**src/rtl/dct_transpose_ctrl_if.sv**
```systemverilog
// Stream bundle for the DCT transpose scheduler.
// Row-pass samples enter on i_*, column-pass samples leave on o_*.
interface dct_transpose_ctrl_if #(
  parameter int DATA_WIDTH = 16
);
  logic                  i_valid;
  logic [DATA_WIDTH-1:0] i_data;
  logic                  o_ready;
  logic                  o_valid;
  logic [DATA_WIDTH-1:0] o_data;
  logic                  i_ready;
  logic                  o_sof;
  logic                  o_eol;
  logic                  o_busy;

  modport slave (
    input  i_valid, i_data, i_ready,
    output o_ready, o_valid, o_data,
    output o_sof, o_eol, o_busy
  );

  modport master (
    output i_valid, i_data, i_ready,
    input  o_ready, o_valid, o_data,
    input  o_sof, o_eol, o_busy
  );
endinterface

```
**src/rtl/dct_transpose_ctrl.sv**
```systemverilog
// Ping-pong transpose buffer between the row and column DCT passes.
// Blocks are written row-major and replayed column-major.
module dct_transpose_ctrl #(
  parameter int DATA_WIDTH = 16,
  parameter int N          = 8
) (
  input  logic                i_clk,
  input  logic                i_rst,
  dct_transpose_ctrl_if.slave bus
);
  localparam int CW    = $clog2(N);
  localparam int BW    = 2 * CW;
  localparam int DEPTH = 2 << BW;

  typedef enum logic [1:0] {
    EMPTY,
    FILLING,
    FULL,
    DRAINING
  } bank_t;

  bank_t st_q [2];
  bank_t st_d [2];

  logic          wsel_q, wsel_d;
  logic          rsel_q, rsel_d;
  logic [CW-1:0] wrow_q, wrow_d;
  logic [CW-1:0] wcol_q, wcol_d;
  logic [CW-1:0] rrow_q, rrow_d;
  logic [CW-1:0] rcol_q, rcol_d;
  logic          rdy_q, rdy_d;
  logic          vld_q, vld_d;
  logic          sof_q, sof_d;
  logic          eol_q, eol_d;

  logic [DATA_WIDTH-1:0] dat_q, dat_d;
  logic [DATA_WIDTH-1:0] mem [DEPTH];

  logic        wr;
  logic        load;
  logic        wlast;
  logic        rlast;
  logic [BW:0] waddr;
  logic [BW:0] raddr;

  assign wr    = bus.i_valid && rdy_q;
  assign wlast = (wrow_q == CW'(N - 1)) &&
                 (wcol_q == CW'(N - 1));
  assign rlast = (rrow_q == CW'(N - 1)) &&
                 (rcol_q == CW'(N - 1));
  assign waddr = {wsel_q, wrow_q, wcol_q};
  // rrow is the inner counter, so reads walk down a column
  assign raddr = {rsel_q, rrow_q, rcol_q};
  assign load  = (!vld_q || bus.i_ready) &&
                 ((st_q[rsel_q] == FULL) ||
                  (st_q[rsel_q] == DRAINING));

  always_comb begin
    st_d[0] = st_q[0];
    st_d[1] = st_q[1];
    wsel_d  = wsel_q;
    rsel_d  = rsel_q;
    wrow_d  = wrow_q;
    wcol_d  = wcol_q;
    rrow_d  = rrow_q;
    rcol_d  = rcol_q;
    vld_d   = vld_q;
    sof_d   = sof_q;
    eol_d   = eol_q;
    dat_d   = dat_q;
    if (wr) begin
      wcol_d = wcol_q + CW'(1);
      if (wcol_q == CW'(N - 1))
        wrow_d = wrow_q + CW'(1);
      st_d[wsel_q] = wlast ? FULL : FILLING;
      if (wlast)
        wsel_d = ~wsel_q;
    end
    // bank is freed once its last sample sits in the output reg
    if (load) begin
      rrow_d = rrow_q + CW'(1);
      if (rrow_q == CW'(N - 1))
        rcol_d = rcol_q + CW'(1);
      st_d[rsel_q] = rlast ? EMPTY : DRAINING;
      if (rlast)
        rsel_d = ~rsel_q;
      vld_d = 1'b1;
      sof_d = (rrow_q == '0) && (rcol_q == '0);
      eol_d = (rrow_q == CW'(N - 1));
      dat_d = mem[raddr];
    end else if (bus.i_ready) begin
      vld_d = 1'b0;
      sof_d = 1'b0;
      eol_d = 1'b0;
    end
    rdy_d = (st_d[wsel_d] == EMPTY) ||
            (st_d[wsel_d] == FILLING);
  end

  always_ff @(posedge i_clk or negedge i_rst) begin
    if (!i_rst) begin
      st_q[0] <= EMPTY;
      st_q[1] <= EMPTY;
      wsel_q  <= 1'b0;
      rsel_q  <= 1'b0;
      wrow_q  <= '0;
      wcol_q  <= '0;
      rrow_q  <= '0;
      rcol_q  <= '0;
      rdy_q   <= 1'b0;
      vld_q   <= 1'b0;
      sof_q   <= 1'b0;
      eol_q   <= 1'b0;
      dat_q   <= '0;
    end else begin
      st_q[0] <= st_d[0];
      st_q[1] <= st_d[1];
      wsel_q  <= wsel_d;
      rsel_q  <= rsel_d;
      wrow_q  <= wrow_d;
      wcol_q  <= wcol_d;
      rrow_q  <= rrow_d;
      rcol_q  <= rcol_d;
      rdy_q   <= rdy_d;
      vld_q   <= vld_d;
      sof_q   <= sof_d;
      eol_q   <= eol_d;
      dat_q   <= dat_d;
    end
  end

  always_ff @(posedge i_clk) begin
    if (wr)
      mem[waddr] <= bus.i_data;
  end

  assign bus.o_ready = rdy_q;
  assign bus.o_valid = vld_q;
  assign bus.o_sof   = sof_q;
  assign bus.o_eol   = eol_q;
  assign bus.o_data  = dat_q;
  assign bus.o_busy  = (st_q[0] != EMPTY) ||
                       (st_q[1] != EMPTY);
endmodule
```
**src/flat_wrapper.sv**
```systemverilog
// flat-port wrapper written by rule: the top's interface ports become plain ports
module dct_transpose_ctrl_flat 
#(
  parameter int DATA_WIDTH = 16,
  parameter int N          = 8
)
  (i_clk, i_rst, bus_i_valid, bus_i_data, bus_i_ready, bus_o_ready, bus_o_valid, bus_o_data, bus_o_sof, bus_o_eol, bus_o_busy);
  dct_transpose_ctrl_if #(.DATA_WIDTH(DATA_WIDTH)) bus_i ();
  input  logic i_clk;
  input  logic i_rst;
  input wire logic [$bits(bus_i.i_valid)-1:0] bus_i_valid;
  input wire logic [$bits(bus_i.i_data)-1:0] bus_i_data;
  input wire logic [$bits(bus_i.i_ready)-1:0] bus_i_ready;
  output wire logic [$bits(bus_i.o_ready)-1:0] bus_o_ready;
  output wire logic [$bits(bus_i.o_valid)-1:0] bus_o_valid;
  output wire logic [$bits(bus_i.o_data)-1:0] bus_o_data;
  output wire logic [$bits(bus_i.o_sof)-1:0] bus_o_sof;
  output wire logic [$bits(bus_i.o_eol)-1:0] bus_o_eol;
  output wire logic [$bits(bus_i.o_busy)-1:0] bus_o_busy;
  assign bus_i.i_valid = bus_i_valid;
  assign bus_i.i_data = bus_i_data;
  assign bus_i.i_ready = bus_i_ready;
  assign bus_o_ready = bus_i.o_ready;
  assign bus_o_valid = bus_i.o_valid;
  assign bus_o_data = bus_i.o_data;
  assign bus_o_sof = bus_i.o_sof;
  assign bus_o_eol = bus_i.o_eol;
  assign bus_o_busy = bus_i.o_busy;
  dct_transpose_ctrl #(.DATA_WIDTH(DATA_WIDTH), .N(N)) u_core (.i_clk(i_clk), .i_rst(i_rst), .bus(bus_i));
endmodule
```
**config.mk**
```make
export PLATFORM = sky130hd
export DESIGN_NAME = dct_transpose_ctrl_flat
export DESIGN_NICKNAME = d
export VERILOG_FILES = /design/src/rtl/dct_transpose_ctrl_if.sv /design/src/rtl/dct_transpose_ctrl.sv /design/src/flat_wrapper.sv
export SDC_FILE = /design/constraint.sdc
export NUM_CORES = 2
export LEC_CHECK = 0
export BUFFER_PORTS_ARGS = -buffer_cell sky130_fd_sc_hd__clkbuf_2
export CAP_MARGIN = 10
export CORE_MARGIN = 5
export CORE_UTILIZATION = 25
export CTS_CLUSTER_SIZE = 30
export DETAILED_ROUTE_END_ITERATION = 12
export GPL_ROUTABILITY_DRIVEN = 0
export PLACE_DENSITY = 0.35
export SETUP_SLACK_MARGIN = 0.1
export SLEW_MARGIN = 10
export SYNTH_ARGS = -nofsm -noshare
export SYNTH_HDL_FRONTEND = slang
export SYNTH_SLANG_ARGS = --single-unit
```
**constraint.sdc**
```tcl
create_clock -name i_clk -period 3.5 [get_ports i_clk]
set_clock_uncertainty 0.15 [all_clocks]
set_input_delay 0.35 -clock i_clk [delete_from_list [all_inputs] [get_ports i_clk]]
set_output_delay 0.35 -clock i_clk [all_outputs]
set_load 0.05 [all_outputs]
```
==> impl_table.tex <==
\begin{tabular}{lr}
\hline
Metric & Value \\
\hline
\multicolumn{2}{l}{\textbf{Worst setup path}} \\
\quad Arrival time of data at the critical path endpoint & roughly 4000 ps \\
\quad Launch point of the worst path & u\_core.rcol\_q[1] \\
\quad Origin of the critical flop-to-flop path & u\_core.rcol\_q[1] \\
\quad Crit. End Element & register \\
\quad Critical Path Source Type & register \\
\quad Category of the critical setup timing path & register to register \\
\quad CP Max Fanout & 28 \\
\quad Worst endpoint required time & about 4000 ps \\
\multicolumn{2}{l}{\textbf{STA}} \\
\quad Slew margin rel. & 0.223 \\
\quad Measured slew at the worst slew-check pin & between 1000 and 1500 ps \\
\quad Final-report max-slew violation count & 0 \\
\quad Final Setup Violations & 0 \\
\quad Max Clock Freq & roughly 300 MHz \\
\quad Total Negative Setup Slacks & 0 ps \\
\quad Post-layout min period & about 3400 ps \\
\quad Part of the cycle the worst path needs & 0.969 \\
\quad Final worst slack & approximately 110 ps \\
\quad RSZ-0062 raised after global routing & no \\
\quad Number of endpoints with negative hold slack in the final report & 0 \\
\multicolumn{2}{l}{\textbf{Route}} \\
\quad Residual DRC count & 0 \\
\quad Via-per-instance ratio & approximately 4.7 \\
\quad Post-route ant nets & 0 \\
\quad Via total after detailed routing & 41000 \\
\quad Initial DRC count & between 3000 and 4000 \\
\quad Routed wire length & around 280 mm \\
\quad Routed wire per std cell & $\sim$32 µm \\
\quad Drt first pass iters & 5 \\
\multicolumn{2}{l}{\textbf{Clocking}} \\
\quad H-tree levels & 4 \\
\quad Buffer levels on the longest clock path & 4 \\
\quad Clock Pin Slew Worst Setup and Hold Paths & $\sim$60 ps \\
\quad Source-to-sink clock delay at the later pin of the worst-skew pair & just under 900 ps \\
\quad Root Buffer & clkbuf\_16 \\
\quad TritonCTS buffer count & 240 \\
\quad TritonCTS clock tree & built \\
\quad Number of clock sinks & approximately 2100 \\
\multicolumn{2}{l}{\textbf{Run status}} \\
\quad Outcome & finished clean \\
\multicolumn{2}{l}{\textbf{Floorplanning}} \\
\quad IO Pins & just over 40 \\
\quad Placeable Area & between 300000 and 400000 µm² \\
\quad Die Area & $\sim$330000 µm² \\
\quad Starting Density & 0.251 \\
\quad Die Wd & $\sim$580 µm \\
\quad Height of the die & 579 µm \\
\quad Number of rows in the core area & approximately 210 \\
\multicolumn{2}{l}{\textbf{Synth}} \\
\quad Ranking of synthesized cells by area & edfxtp\_1 76\%, mux4\_2 13\%, mux2i\_1 2.2\% \\
\quad Library cell with the largest summed area after synthesis & edfxtp\_1 \\
\quad Syn\_nets & 3776 \\
\quad Primary flip-flop cell chosen by synthesis mapping & edfxtp\_1 \\
\quad Number of flops mapped to enable cells by yosys & approximately 2000 \\
\quad Area share of the leading cell type in the synthesized netlist & 0.760 \\
\quad Synthesized instance count & 3743 \\
\quad Most used standard cell by instance count after synthesis & edfxtp\_1 \\
\quad Synth cell types & slightly below 60 \\
\quad Number of flip-flops and latches in the synthesized netlist & 2086 \\
\quad Fraction of registers with async set or reset after synthesis & 0.0182 \\
\quad Seq/Total Area, Yosys & 0.772 \\
\quad Number of warning messages in the yosys log & 0 \\
\quad Mapped Area & around 81000 µm² \\
\quad Avg Cell Area, Syn & approximately 22 µm² \\
\quad List of most frequent post-synthesis cells & 2048 x edfxtp\_1, 472 x mux4\_2, 181 x mux2i\_1 \\
\multicolumn{2}{l}{\textbf{Global routing}} \\
\quad Number of global-route vias before repair & about 42000 \\
\quad First-pass GRT wire length & between 300 and 400 mm \\
\quad Number of antenna violations at the first check in global routing & 21 \\
\quad Overall fraction of global-route tracks in use & 0.166 \\
\quad Largest net degree at the start of global routing & 129 \\
\quad Remaining global-route overflow & 0 \\
\multicolumn{2}{l}{\textbf{Place}} \\
\quad IO Port Bufs & 40 \\
\quad Half-perimeter wire length after detailed placement & 183 mm \\
\quad Minimum setup slack after placement & -354 ps \\
\quad Inst Count DP & 8330 \\
\multicolumn{2}{l}{\textbf{Run}} \\
\quad Max capacitance violation total & 0 \\
\multicolumn{2}{l}{\textbf{Layout}} \\
\quad Non-filler cells, final & slightly below 9000 \\
\quad Synthesis-to-finish area growth & 21.3\% \\
\quad Final Core Density & 0.305 \\
\quad Final \#Nets & 4323 \\
\quad Fraction of final layout cells with drive strength greater than 1 & 0.327 \\
\multicolumn{2}{l}{\textbf{Power and ir drop}} \\
\quad Overall power & 63000 µW \\
\quad Areal power density over the cells & about 640 nW/µm² \\
\quad Leak & $\sim$0.032 µW \\
\quad Maximum vdd ir drop & approximately 0.43 mV \\
\multicolumn{2}{l}{\textbf{Hold path}} \\
\quad Hold/Removal Path Class & input pin to async pin \\
\hline
\end{tabular}
==> routing by layer <==
metal  up-vias  wire [µm]  GRT usage
li1      16900          -          -
met1     22800     129000      0.237
met2      1042     135000      0.269
met3       303      11800     0.0212
met4         2       6760     0.0376
met5         -         13          0
==> worst paths after layout <==
kind                                              to  slack, ps  cells past startpoint
worst min-delay path            u_core.bus.o_data[2]        200                      2
worst max register to register  u_core.bus.o_data[1]        110                      9
worst min register to register      u_core.wrow_q[0]        400                      1
worst max-delay path            u_core.bus.o_data[1]        110                      9
min in group i_clk                 u_core.mem[71][3]        260                      2
max in group asynchronous           u_core.rcol_q[1]       2110                      2
==> registers in the layout, summed over array words and instances, names as in the netlist <==
name	count
u_core.rsel_q	1
u_core.bus.o_sof	1
u_core.wsel_q	1
u_core.bus.o_valid	1
u_core.bus.o_eol	1
u_core.st_q	4
u_core.rrow_q	3
u_core.mem	2048
u_core.bus.o_data	16
u_core.wrow_q	3
u_core.rcol_q	3
u_core.bus.o_ready	1
u_core.wcol_q	3
==> where the power goes <==
group	total [µW]	internal, µW	switching [µW]	leakage, µW
Combinational	9930	3220	6700	0.00945
Clock	24700	14400	10400	0.00376
Sequential	28300	27700	563	0.0189
Total	63000	45300	17600	0.0321
==> critical path, stage by stage, from the launching register on <==
cell,delay (ps)
dfrtp_4,640
buf_12,270
buf_4,180
nor2_1,660
a22oi_1,290
nand2_1,120
o22ai_1,80
o211ai_1,430
buf_4,280
nand4_1,100
==> per-stage QoR <==
step / hold slack, ps / instance area [µm²]
finish: 197 / 98100
global route: 198 / 98000
CTS: 164 / 98000
detailed placement: 381 / 90000
global placement: 380 / 90000
floorplan: -95.6 / 80900
==> logic make-up after synthesis <==
kind of cell | synth area share
multiplexers | 0.161
XOR/XNOR | 0.000541
AO/OA/AOI/OAI | 0.0222
adder cells (fa/ha/maj) | 0.00201
AND/OR/NAND/NOR | 0.0268
buffers and inverters | 0.0154
flip-flops | 0.772
==> layout make-up <==
| cell class | instances | area, µm² |
|---|---|---|
| fill | 31300 | 224000 |
| sequential | 2086 | 62500 |
| multi-input combinational | 1449 | 17600 |
| clock buffer | 297 | 6310 |
| tap | 4305 | 5390 |
| timing repair buffer | 503 | 4830 |
| clock inverter | 141 | 1380 |
| antenna | 18 | 45.0 |
| inverter | 10 | 43.8 |
==> cells in the final DEF (no fill, tap or decap), types with 17 or more instances in the layout <==
cell type,n
edfxtp_1,2048
mux4_2,472
buf_4,375
clkbuf_16,242
mux2i_1,181
nand2_1,173
nor2_2,127
buf_12,85
clkinv_1,60
a22oi_1,54
clkbuf_1,50
nand3_1,48
clkinv_2,47
a21oi_1,45
nor2_1,35
dfrtp_1,32
o21ai_0,24
clkbuf_2,24
bufinv_16,22
nand4_1,20
mux2_2,20
o22ai_1,19
dlygate4sd3_1,19
diode_2,18
a221oi_1,18
a31oi_1,17
==> what timing repair did <==
item / CTS / global route
cloned: 0 / 0
setup endpoints to repair: 6 / 6
hold buffers: 19 / 0
pin swaps: 0 / 0
buffers inserted: 0 / 4
endpoints found under the hold margin: 918 / 0
resized for setup: 11 / 2
Power figures use the tool's default switching activity.
